==> src/rtl/restador_pkg.sv <==
// rtl/restador_pkg.sv - shared seven-segment constants and sizing helper
// Purpose: active-low segment encodings (bit 6 = g .. bit 0 = a), blank/minus
//          patterns, all-off anode pattern, and the nibble-count helper.
// Ports:   none (package).
package restador_pkg;

   localparam logic [6:0] SEG_0     = 7'b1000000;
   localparam logic [6:0] SEG_1     = 7'b1111001;
   localparam logic [6:0] SEG_2     = 7'b0100100;
   localparam logic [6:0] SEG_3     = 7'b0110000;
   localparam logic [6:0] SEG_4     = 7'b0011001;
   localparam logic [6:0] SEG_5     = 7'b0010010;
   localparam logic [6:0] SEG_6     = 7'b0000010;
   localparam logic [6:0] SEG_7     = 7'b1111000;
   localparam logic [6:0] SEG_8     = 7'b0000000;
   localparam logic [6:0] SEG_9     = 7'b0010000;
   localparam logic [6:0] SEG_A     = 7'b0001000;
   localparam logic [6:0] SEG_B     = 7'b0000011;
   localparam logic [6:0] SEG_C     = 7'b1000110;
   localparam logic [6:0] SEG_D     = 7'b0100001;
   localparam logic [6:0] SEG_E     = 7'b0000110;
   localparam logic [6:0] SEG_F     = 7'b0001110;
   localparam logic [6:0] SEG_MINUS = 7'b0111111;
   localparam logic [6:0] SEG_BLANK = 7'b1111111;
   localparam logic [7:0] AN_OFF    = 8'hFF;

   // Number of hex digits needed to show a width-bit magnitude.
   function automatic int nib_count(input int width);
      return (width + 3) / 4;
   endfunction

endpackage

==> src/rtl/hex_to_seg7.sv <==
// rtl/hex_to_seg7.sv - combinational hex digit to active-low seven-segment decoder
// Purpose: maps a 4-bit value to its 0-F glyph.
// Ports:   hex - 4-bit value in
//          seg - 7-bit active-low segments out (seg[6]=g .. seg[0]=a)
module hex_to_seg7
   import restador_pkg::*;
(
   input  logic [3:0] hex,
   output logic [6:0] seg
);

   always_comb begin
      seg = SEG_BLANK;
      case (hex)
         4'h0: seg = SEG_0;
         4'h1: seg = SEG_1;
         4'h2: seg = SEG_2;
         4'h3: seg = SEG_3;
         4'h4: seg = SEG_4;
         4'h5: seg = SEG_5;
         4'h6: seg = SEG_6;
         4'h7: seg = SEG_7;
         4'h8: seg = SEG_8;
         4'h9: seg = SEG_9;
         4'hA: seg = SEG_A;
         4'hB: seg = SEG_B;
         4'hC: seg = SEG_C;
         4'hD: seg = SEG_D;
         4'hE: seg = SEG_E;
         default: seg = SEG_F;
      endcase
   end

endmodule

==> src/rtl/restador_disp_mux.sv <==
// rtl/restador_disp_mux.sv - |a-b| subtractor with multiplexed hex display scan
// Purpose: registers |a-b| and sign on load, scans the result across DIGITS
//          seven-segment digits (hex magnitude right, minus on the leftmost).
//          Optional leading-zero blanking: define RESTADOR_LZ_BLANK_EN.
// Ports:   clk       - clock, rising edge
//          rst_n     - asynchronous active-low reset
//          a, b      - WIDTH-bit unsigned minuend / subtrahend
//          load      - sample a and b at this edge
//          res_valid - one-cycle pulse after each load
//          seg       - registered active-low segments (seg[6]=g .. seg[0]=a)
//          dp        - decimal point, always off (high)
//          anodes    - registered active-low digit enables, bit 0 rightmost
module restador_disp_mux
   import restador_pkg::*;
#(
   parameter int WIDTH       = 8,
   parameter int DIGITS      = 4,
   parameter int REFRESH_DIV = 100000
) (
   input  logic             clk,
   input  logic             rst_n,
   input  logic [WIDTH-1:0] a,
   input  logic [WIDTH-1:0] b,
   input  logic             load,
   output logic             res_valid,
   output logic [6:0]       seg,
   output logic             dp,
   output logic [7:0]       anodes
);

   localparam int NIB = nib_count(WIDTH);
   localparam int MW  = NIB * 4;
   localparam int PW  = $clog2(REFRESH_DIV);
   localparam logic [PW-1:0] PRE_LAST = PW'(REFRESH_DIV - 1);
   localparam logic [2:0]    IDX_LAST = 3'(DIGITS - 1);

   logic [MW-1:0]    mag;
   logic             sign;
   logic [PW-1:0]    presc;
   logic [2:0]       idx;
   logic [WIDTH-1:0] diff;
   logic [3:0]       nib;
   logic             show_mag;
   logic [6:0]       hex_seg;
   logic [6:0]       seg_next;
   logic [7:0]       an_next;

   assign diff = (a < b) ? (b - a) : (a - b);
   assign dp   = 1'b1;

   // Pick the nibble for the current digit; digits beyond the magnitude
   // leave show_mag low and fall through to blank.
   always_comb begin
      nib      = 4'h0;
      show_mag = 1'b0;
      for (int i = 0; i < NIB; i++) begin
         if (idx == 3'(i)) begin
            nib      = mag[i*4 +: 4];
            show_mag = 1'b1;
         end
      end
`ifdef RESTADOR_LZ_BLANK_EN
      begin : lz_blank
         logic [2:0] msn;
         msn = 3'd0;
         for (int i = 0; i < NIB; i++) begin
            if (mag[i*4 +: 4] != 4'h0) msn = 3'(i);
         end
         // idx 0 can never exceed msn, so the units digit always shows.
         if (idx > msn) show_mag = 1'b0;
      end
`endif
   end

   hex_to_seg7 u_hex (
      .hex (nib),
      .seg (hex_seg)
   );

   always_comb begin
      seg_next = SEG_BLANK;
      if (idx == IDX_LAST)
         seg_next = sign ? SEG_MINUS : SEG_BLANK;
      else if (show_mag)
         seg_next = hex_seg;
      an_next      = AN_OFF;
      an_next[idx] = 1'b0;
   end

   // Outputs are built from the pre-edge index/mag/sign, so a load coinciding
   // with a terminal count still shows the old result for that slot.
   always_ff @(posedge clk or negedge rst_n) begin
      if (!rst_n) begin
         mag       <= '0;
         sign      <= 1'b0;
         res_valid <= 1'b0;
         presc     <= '0;
         idx       <= 3'd0;
         anodes    <= AN_OFF;
         seg       <= SEG_BLANK;
      end else begin
         res_valid <= load;
         if (load) begin
            mag  <= MW'(diff);
            sign <= (a < b);
         end
         anodes <= an_next;
         seg    <= seg_next;
         if (presc == PRE_LAST) begin
            presc <= '0;
            idx   <= (idx == IDX_LAST) ? 3'd0 : idx + 3'd1;
         end else begin
            presc <= presc + PW'(1);
         end
      end
   end

endmodule

==> config.mk <==
export PLATFORM = sky130hd
export DESIGN_NAME = restador_disp_mux
export DESIGN_NICKNAME = d
export VERILOG_FILES = /design/src/rtl/restador_pkg.sv /design/src/rtl/hex_to_seg7.sv /design/src/rtl/restador_disp_mux.sv
export SDC_FILE = /design/constraint.sdc
export NUM_CORES = 1
export LEC_CHECK = 0
export CAP_MARGIN = 20
export CORE_MARGIN = 4
export CORE_UTILIZATION = 30
export CTS_CLUSTER_DIAMETER = 50
export DETAILED_ROUTE_END_ITERATION = 6
export DONT_BUFFER_PORTS = 1
export SLEW_MARGIN = 20
export SYNTH_ARGS = -nofsm -noshare
export SYNTH_HDL_FRONTEND = slang
export SYNTH_SLANG_ARGS = --single-unit
==> constraint.sdc <==
create_clock -name clk -period 2.9 [get_ports clk]
set_clock_uncertainty 0.15 [all_clocks]
set_input_delay 0.29 -clock clk [delete_from_list [all_inputs] [get_ports clk]]
set_output_delay 0.29 -clock clk [all_outputs]
set_load 0.01 [all_outputs]
==> flow_summary_export.csv, run 1 <==
group,metric,value,unit
timing,tns,0,ns
detailed_routing,viasPerCell,4.78,
pwr,p_per_area,545,mW/mm2
logic_synthesis,ys_async_sr_fraction,1.00,
layout,diodes,0,
logic_synthesis,yosysSeqAreaShare,0.429,
timing,slew_headroom,0.500,
clock_tree,path_clk_slew,0.08,ns
timing,drv_slew,0,
logic_synthesis,netlist_instances,270,
setup_path,worst_ep_arrival_time,2.60,ns
global_routing,grt_pass1_wl,8.68,mm
layout,final_cell_mix,"30 x dfrtp_1, 25 x ha_1, 24 x inv_1",
clock_tree,tritoncts,"yes",
logic_synthesis,synth_edf_count,0,
pwr,leakage,1.39,nW
logic_synthesis,synth_top_area_frac,0.281,
clock_tree,cts_buffers,5,
place,place.detailed.hpwl,3.70,mm
setup_path,critPathMaxFanout,8,
logic_synthesis,ys.warnings.count,0,
place,dpl-instance-area,0.00278,mm2
logic_synthesis,syn-cell-area,0.00267,mm2
global_routing,antenna_found_initial,0,
timing,fin_crit_sh,0.877,
timing,max_freq,0.393,GHz
global_routing,gr-total-overflow,0,
logic_synthesis,ys_seq_elements,45,
layout,multi_input_comb_area,0.00140,mm2
setup_path,r2r_slack,0.36,ns
hold_path,hold_path.class,"in2reg",
floorplan,ios,36,
logic_synthesis,synth_fp_nets,316,
detailed_routing,drt-total-wl,4.93,mm
place,port_buffers,0,
global_routing,grt_max_degree,46,
floorplan,coreArea,0.00868,mm2
clock_tree,cts_max_level,2,
run_status,status,"complete, no violations",
logic_synthesis,yosys.area.top_type,"dfrtp_1",
clock_tree,cts_resized,0,
setup_path,setup.worst_path.class,"reg2reg",
global_routing,grt_pass1_vias,1907,
timing,min_period,2.54,ns
clock_tree,clockRootBuffer,"clkbuf_8",
logic_synthesis,synth_ff_type,"dfrtp_1",
setup_path,crit_path_end_kind,"flop",
clock_tree,clk_latency,0.30,ns
layout,finish.instance_area,0.00293,mm2
layout,n_fill_cell,891,
timing,hold_violations,0,
clock_tree,cts_num_sinks,45,
layout,layout-area-overhead-vs-synth,9.94,%
place,place_ws,0.385,ns
global_routing,gr-usage-all-layers,0.105,
layout,drive_gt1_frac,0.102,
timing,layout_setup_ws,0.356,ns
layout,regArea,0.00114,mm2
logic_synthesis,synthDistinctLibCells,44,
setup_path,required,2.95,ns
layout,final_net_count,320,
detailed_routing,wl_per_cell,12.9,um
clock_tree,postCtsSetupRepairBufs,0,
floorplan,dieArea,0.0105,mm2
floorplan,start_util,0.308,
floorplan,row_count,34,
timing,tightest_slew,0.745,ns
logic_synthesis,synth_area_leaders,"dfrtp_1 28%, dfstp_2 15%, ha_1 12%",
timing,finalSetupViolCount,0,
place,place_congestion,0.919,
detailed_routing,dr.pass1.iters,4,
setup_path,start_kind,"flop",
pwr,vdd.ir_drop.worst,0.000162,V
layout,final_common_cell,"dfrtp_1",
detailed_routing,drc,0,
floorplan,die_h,102,um
clock_tree,cts.path.max_buffers,2,
logic_synthesis,syn_avg_cell_area,9.88,um2
detailed_routing,drtIter0Drc,97,
detailed_routing,ant_nets,0,
detailed_routing,vias,1829,
timing,rsz0062_at_grt,"no",
floorplan,die_x,102,um
run,cap_violations,0,
clock_tree,postCtsHoldBufs,3,
## synth_stat cells, drive strengths merged (2+ instances only)
library cell and count:
dfrtp 30, ha 25, inv 24, nand2 21
nor2 20, a21oi 17, dfstp 15, o21ai 14
xnor2 14, nand3 10, mux2i 8, and3 7
xor2 7, a21o 6, nand3b 5, nand4 5
nor2b 5, a31oi 4, buf 4, clkbuf 3
mux2 3, o221ai 3, a221oi 2, fa 2
or3 2
## final timing paths
| kind | cells after the start | start | to |
|---|---|---|---|
| worst max-delay path | 10 | idx[1] | seg[1] |
| worst min-delay path | 2 | b[0] | mag[0] |
| worst max register to register | 10 | idx[1] | seg[1] |
| worst min register to register | 1 | sign | seg[6] |
| max in group asynchronous | 2 | rst_n | seg[5] |
| min in group asynchronous | 2 | rst_n | idx[1] |
## stage by stage
| step | utilization | hold WS [ns] | instances | total power, mW |
|---|---|---|---|---|
| floorplan | - | -0.156 | 270 | 1.04 |
| global placement | 0.320 | -0.155 | 372 | 1.11 |
| detailed placement | 0.320 | -0.154 | 372 | 1.11 |
| CTS | 0.338 | 0.0323 | 383 | 1.62 |
| global route | 0.338 | 0.0337 | 383 | 1.71 |
| finish | 0.338 | 0.0405 | 383 | 1.60 |
## metal layers
metal	vias up	part of all wire	global-route usage
met5	-	0	0
li1	933	-	-
met3	6	0.057	0.0341
met2	43	0.46	0.171
met1	847	0.47	0.131
met4	0	0.015	0.0333
## cell families after synthesis
group | synth area share
fa+ha+maj | 0.132
simple gates | 0.159
flops | 0.429
other cells | 0.00141
mux | 0.0427
compound gates | 0.120
xor+xnor | 0.0689
buf+inv | 0.0464
## flip-flops by register name (all words and copies together), names as in the netlist
signal     flops
presc         17
anodes         8
mag            8
seg            7
idx            3
res_valid      1
sign           1
## worst max-delay path: stages (launching register included)
cell and delay (ns):
dfrtp_1 0.43, inv_1 0.14, ha_1 0.28, nand3b_1 0.18
a21oi_1 0.39, inv_1 0.15, ha_1 0.33, o21ai_0 0.18
nand2_1 0.07, o21ai_1 0.07, nand2_1 0.06
## where the power goes
part / switching [mW] / internal, mW
sequential: 0.0588 / 0.724
combinational: 0.185 / 0.150
clock: 0.200 / 0.281
total: 0.444 / 1.15
## final cells by class
cell class,instances,area share
clock inverters,1,0.0102
clock buffers,7,0.0294
inverters,24,0.0307
well taps,108,0.0461
repair buffers,4,0.0162
multi-input cells,194,0.477
flip-flops and latches,45,0.390
Note: power is estimated with default switching activity, not from simulation.
==> run 2: changes to the inputs <==
- CORE_UTILIZATION: 30 -> 63
- PLACE_DENSITY: default -> 0.79
==> run 2 against run 1 <==
Cell area fell by 2.6%. Via count up 3.2%. Setup slack worse by 0.14 ns. Worst hold slack lost 0.030 ns. First-iteration DRC count is 46% higher. Combinational power is 2% higher. Sequential power down 0.9%. Critical path depth is 1 lower. Clock power is 4.2% lower. Die area fell by 49%. Total power shrank 1.2%. Maximum frequency down 5.4%. Largest cell class unchanged.
==> flow_summary_export.csv, run 2 (same netlist as run 1, synthesis figures left out) <==
group,metric,value,unit
place,place_congestion,0.882,
layout,n_fill_cell,301,
layout,largest-register,"presc",
clock_tree,cts_num_sinks,45,
timing,min_period,2.69,ns
timing,max_freq,0.372,GHz
layout,final_common_cell,"dfrtp_1",
detailed_routing,drtIter0Drc,142,
detailed_routing,ant_nets,0,
floorplan,start_util,0.658,
layout,final_util,0.704,
pwr,p_per_area,553,mW/mm2
layout,final_cell_mix,"30 x dfrtp_1, 25 x ha_1, 24 x inv_1",
layout,diodes,0,
clock_tree,clk_latency,0.30,ns
hold_path,hold_path.class,"in2reg",
clock_tree,postCtsSetupRepairBufs,0,
setup_path,setup.worst_path.class,"reg2reg",
timing,finalSetupViolCount,0,
setup_path,crit_buf_inv,2,
setup_path,r2r-end,"seg[6]",
clock_tree,cts_max_level,2,
global_routing,antenna_found_initial,0,
floorplan,coreArea,0.00406,mm2
setup_path,r2r_slack,0.21,ns
setup_path,cpPeakStageDelay,0.45,ns
global_routing,gr-total-overflow,0,
layout,drive_gt1_frac,0.102,
setup_path,crit_path_start,"idx[1]",
global_routing,gr-usage-all-layers,0.200,
setup_path,crit_path_end_kind,"flop",
floorplan,die_x,73.1,um
layout,largest_reg_flops,17,
setup_path,required,2.96,ns
setup_path,path_cells,"inv_1 > ha_1 > nand3b_1 > a21oi_1 > inv_1 > ha_1 > mux2_1 > a21oi_1 > a21oi_1",
detailed_routing,wl_per_cell,14.4,um
detailed_routing,drt-total-wl,4.67,mm
setup_path,critPathSlowestCell,"dfrtp_1",
global_routing,grt_pass1_wl,8.38,mm
detailed_routing,dr.pass1.iters,4,
clock_tree,cts.path.max_buffers,2,
global_routing,grt_max_degree,46,
timing,fin_crit_sh,0.927,
timing,rsz0062_at_grt,"no",
floorplan,ios,36,
setup_path,start_kind,"flop",
layout,layout-area-overhead-vs-synth,7.03,%
floorplan,dieArea,0.00534,mm2
run_status,status,"complete, no violations",
timing,slew_headroom,0.579,
setup_path,crit_top_cell,"a21oi_1",
setup_path,critPathMaxFanout,8,
clock_tree,cts_buffers,5,
place,place_ws,0.328,ns
floorplan,row_count,23,
timing,tightest_slew,0.626,ns
setup_path,worst_ep_arrival_time,2.75,ns
floorplan,die_h,73.1,um
detailed_routing,vias,1888,
clock_tree,path_clk_slew,0.08,ns
setup_path,r2r_start,"idx[1]",
layout,reg_top3,"presc: 17 flops, anodes: 8 flops, mag: 8 flops",
pwr,vdd.ir_drop.worst,0.000229,V
clock_tree,postCtsHoldBufs,3,
setup_path,crit_family,"compound AO/OA/AOI/OAI gates",
setup_path,endpoint,"seg[6]",
clock_tree,clockRootBuffer,"clkbuf_8",
timing,drv_slew,0,
setup_path,r2r_cells,9,
timing,layout_setup_ws,0.211,ns
detailed_routing,drc,0,
timing,hold_violations,0,
run,cap_violations,0,
detailed_routing,viasPerCell,5.81,
pwr,leakage,1.38,nW
layout,final_net_count,320,
global_routing,grt_pass1_vias,1929,
clock_tree,tritoncts,"yes",
setup_path,crit_cells,9,
place,place.detailed.hpwl,3.50,mm
clock_tree,cts_resized,0,
place,port_buffers,0,
timing,tns,0,ns
run 2: how the worst min path moves through the flow:
stage | from | endpoint | slack (ns) | cells past startpoint
floorplan | rst_n | idx[0] | -0.16 | 0
global placement | rst_n | mag[6] | -0.15 | 0
detailed placement | rst_n | presc[13] | -0.15 | 0
CTS | load | sign | 0.001 | 1
global route | load | sign | 0.001 | 1
finish | load | sign | 0.01 | 1
run 2: report_power, final:
group	total (mW)	switching [mW]	internal, mW	leakage (nW)
sequential	0.776	0.0525	0.724	0.535
combinational	0.342	0.192	0.150	0.793
clock	0.461	0.202	0.258	0.0554
run 2: layout make-up:
class	instances	area, um2	share of cell area
Tap cell	50	62.6	0.0219
Sequential cell	45	1140	0.401
Inverter	24	90.1	0.0315
Clock buffer	6	72.6	0.0254
Timing Repair Buffer	4	47.5	0.0166
Multi-Input combinational cell	194	1400	0.490
Clock inverter	2	38.8	0.0136
run 2: through the flow:
stage	cells	cell area, um2	hold slack (ns)	power (mW)
2_1_floorplan	270	2670	-0.156	1.04
3_3_place_gp	314	2710	-0.154	1.10
3_5_place_dp	314	2710	-0.154	1.11
4_1_cts	325	2860	0.00143	1.59
5_1_grt	325	2860	0.00119	1.67
6_report	325	2860	0.0108	1.58
run 2: routing by layer:
metal / GRT usage / vias up / wire (um)
met5: 0 / - / 0
met4: 0.0758 / 0 / 80
met3: 0.0579 / 10 / 304
met2: 0.328 / 48 / 2190
met1: 0.248 / 907 / 2090
li1: - / 923 / -
==> run 3: changes to the inputs <==
--- a/config.mk
+++ b/config.mk
@@ -16,3 +16,4 @@
 export SYNTH_ARGS = -nofsm -noshare
 export SYNTH_HDL_FRONTEND = slang
+export SYNTH_HIERARCHICAL = 1
 export SYNTH_SLANG_ARGS = --single-unit
==> constraint.sdc (replaced) <==
create_clock -name clk -period 2.9 [get_ports clk]
set_clock_uncertainty 0.15 [all_clocks]
set_input_delay 0.145 -clock clk [delete_from_list [all_inputs] [get_ports clk]]
set_output_delay 0.145 -clock clk [all_outputs]
set_load 0.01 [all_outputs]
==> run 3 against run 2 <==
Sequential cell count stayed put. Setup slack got worse by 0.039 ns. Synthesized area up 4.9%. Synthesized cell count grew 1.1%. Largest power group unchanged. Non-clock buffer count grew 6.
==> flow_summary_export.csv, run 3 <==
group,metric,value,unit
detailed_routing,wl_per_cell,13.7,um
logic_synthesis,ys_top_cells_by_count,"30 x dfrtp_1, 28 x ha_1, 26 x nor2_1",
timing,rsz0062_at_grt,"no",
detailed_routing,dr.pass1.iters,4,
setup_path,critPathMaxFanout,7,
place,place.detailed.hpwl,3.34,mm
place,place_congestion,0.820,
timing,fin_crit_sh,0.940,
hold_path,hp-start,"a[0]",
logic_synthesis,yosys.area.top_type,"dfrtp_1",
logic_synthesis,ys.warnings.count,6,
pwr,switching_share,0.277,
detailed_routing,viasPerCell,5.67,
layout,final_net_count,331,
pwr,pwr-share-comb,0.236,
global_routing,grt_pass1_wl,8.22,mm
clock_tree,cts_num_sinks,45,
clock_tree,cts_max_level,2,
clock_tree,tritoncts,"yes",
pwr,switchingPower,448,uW
global_routing,gr-total-overflow,0,
logic_synthesis,synth_xor_area_frac,0.0626,
clock_tree,path_clk_slew,0.08,ns
pwr,internal_power,1.17,mW
pwr,seqPwrFrac,0.478,
timing,tns,0,ns
pwr,finalPower,1.62,mW
setup_path,r2r_cells,12,
logic_synthesis,synth_top_family_by_area,"simple AND/OR/NAND/NOR gates",
layout,largest_reg_flops,17,
floorplan,die_h,74.7,um
place,numPlacedInstances,321,
floorplan,die_x,74.7,um
layout,final_cell_mix,"30 x dfrtp_1, 28 x ha_1, 26 x nor2_1",
logic_synthesis,synth_ff_type,"dfrtp_1",
pwr,vdd.ir_drop.worst,0.000227,V
hold_path,min_to,"mag[0]",
run,cap_violations,0,
logic_synthesis,ys_seq_elements,45,
detailed_routing,drc,0,
logic_synthesis,synth-compound-area-share,0.104,
logic_synthesis,synth_mux_area_frac,0.0572,
detailed_routing,vias,1887,
layout,diodes,0,
hold_path,hold_path.class,"in2reg",
setup_path,r2r_slack,0.17,ns
setup_path,required,2.97,ns
floorplan,coreArea,0.00414,mm2
logic_synthesis,synthDistinctLibCells,52,
setup_path,worst_ep_arrival_time,2.80,ns
setup_path,r2r_start,"idx[0]",
timing,max_freq,0.367,GHz
logic_synthesis,synth_area_leaders,"dfrtp_1 27%, dfstp_2 14%, ha_1 13%",
timing,drv_slew,0,
floorplan,ios,36,
logic_synthesis,synth.most_common_cell,"dfrtp_1",
floorplan,row_count,23,
layout,layout-area-overhead-vs-synth,8.00,%
logic_synthesis,synth_fp_nets,322,
run_status,status,"complete, no violations",
detailed_routing,drtIter0Drc,74,
logic_synthesis,ys_async_sr_fraction,1.00,
timing,min_period,2.73,ns
global_routing,grt_max_degree,46,
hold_path,worstHoldPathCells,3,
logic_synthesis,syn_avg_cell_area,10.3,um2
detailed_routing,drt-total-wl,4.55,mm
layout,regArea,0.00114,mm2
pwr,leakage,1.48,nW
layout,n_fill_cell,309,
floorplan,start_util,0.675,
clock_tree,cts_buffers,5,
global_routing,antenna_found_initial,0,
place,port_buffers,0,
layout,multi_input_comb_area,0.00152,mm2
logic_synthesis,synth_simple_gate_area_share,0.179,
setup_path,setup.worst_path.class,"reg2reg",
timing,finalSetupViolCount,0,
pwr,p_per_area,535,mW/mm2
detailed_routing,ant_nets,0,
clock_tree,cts.path.max_buffers,2,
layout,drive_gt1_frac,0.148,
logic_synthesis,synth_edf_count,0,
clock_tree,clk_latency,0.30,ns
setup_path,r2r-end,"seg[6]",
logic_synthesis,syn-cell-area,0.00280,mm2
layout,final_common_cell,"dfrtp_1",
floorplan,dieArea,0.00557,mm2
clock_tree,postCtsSetupRepairBufs,0,
setup_path,crit_path_end_kind,"flop",
timing,slew_headroom,0.505,
logic_synthesis,netlist_instances,273,
layout,largest-register,"presc",
logic_synthesis,synth_top_area_frac,0.268,
global_routing,gr-usage-all-layers,0.191,
layout,reg_top3,"presc: 17 flops, anodes: 8 flops, mag: 8 flops",
setup_path,start_kind,"flop",
timing,tightest_slew,0.737,ns
logic_synthesis,synth-adder-area-share,0.139,
clock_tree,clockRootBuffer,"clkbuf_8",
layout,final_cells,333,
timing,hold_violations,0,
logic_synthesis,yosysSeqAreaShare,0.409,
pwr,p_clk_frac,0.286,
global_routing,grt_pass1_vias,1843,
[run 3: worst max path at each step]
stage	from	to	slack (ns)	cells after the start
2_1_floorplan	idx[1]	seg[6]	0.11	12
3_3_place_gp	idx[1]	seg[6]	0.32	12
3_5_place_dp	idx[0]	seg[6]	0.20	12
4_1_cts	idx[0]	seg[6]	0.18	11
5_1_grt	idx[0]	seg[6]	0.03	12
6_report	idx[0]	seg[6]	0.17	12
[run 3: metrics by stage]
stage          setup WS [ns]  hold slack [ns]   util  instance area, um2
3_5_place_dp           0.199           -0.299  0.690                2860
2_1_floorplan          0.108           -0.301      -                2800
5_1_grt               0.0325           0.0274  0.729                3020
6_report               0.173           0.0169  0.729                3020
4_1_cts                0.179          0.00916  0.729                3020
3_3_place_gp           0.322           -0.299  0.690                2860
[run 3: area by class of cell]
class                           count  area share
Clock buffer                        6      0.0240
Clock inverter                      2      0.0128
Inverter                           23      0.0286
Multi-Input combinational cell    197       0.504
Sequential cell                    45       0.379
Tap cell                           50      0.0207
Timing Repair Buffer               10      0.0315
[run 3: kinds of logic (layout without fill, tap and decap cells)]
logic type      after synthesis  in the layout
other cells                   1              1
simple gates                 88             88
mux                          14             14
flops                        45             45
compound gates               44             44
buf+inv                      31             41
fa+ha+maj                    30             30
xor+xnor                     20             20
[run 3: power groups by stage]
stage / Sequential (mW) / Combinational (mW) / Clock [mW]
3_3_place_gp: 0.786 / 0.347 / 0
4_1_cts: 0.777 / 0.384 / 0.477
5_1_grt: 0.784 / 0.437 / 0.503
6_report: 0.774 / 0.381 / 0.463
3_5_place_dp: 0.789 / 0.357 / 0
2_1_floorplan: 0.775 / 0.302 / 0
[run 3: critical path: stages, from the launching register on]
cell,delay [ns]
dfrtp_1,0.48
inv_1,0.10
ha_1,0.20
nor2b_2,0.17
a22oi_1,0.16
nor2_1,0.09
buf_4,0.18
ha_1,0.23
mux2_2,0.27
a22o_1,0.18
nor3_1,0.13
a21oi_1,0.05
or2_2,0.27
[run 3: what timing repair did]
item | CTS | global route
hold buffers | 4 | 0
resized for setup | 0 | 1
setup endpoints to repair | 0 | 1
endpoints found under the hold margin | 55 | 0
[run 3: routing by layer]
metal	vias to the layer above	share of wire	GRT usage
met5	-	0	0
met4	0	0.020	0.0929
met3	8	0.045	0.0347
met2	41	0.46	0.296
met1	891	0.47	0.260
li1	947	-	-
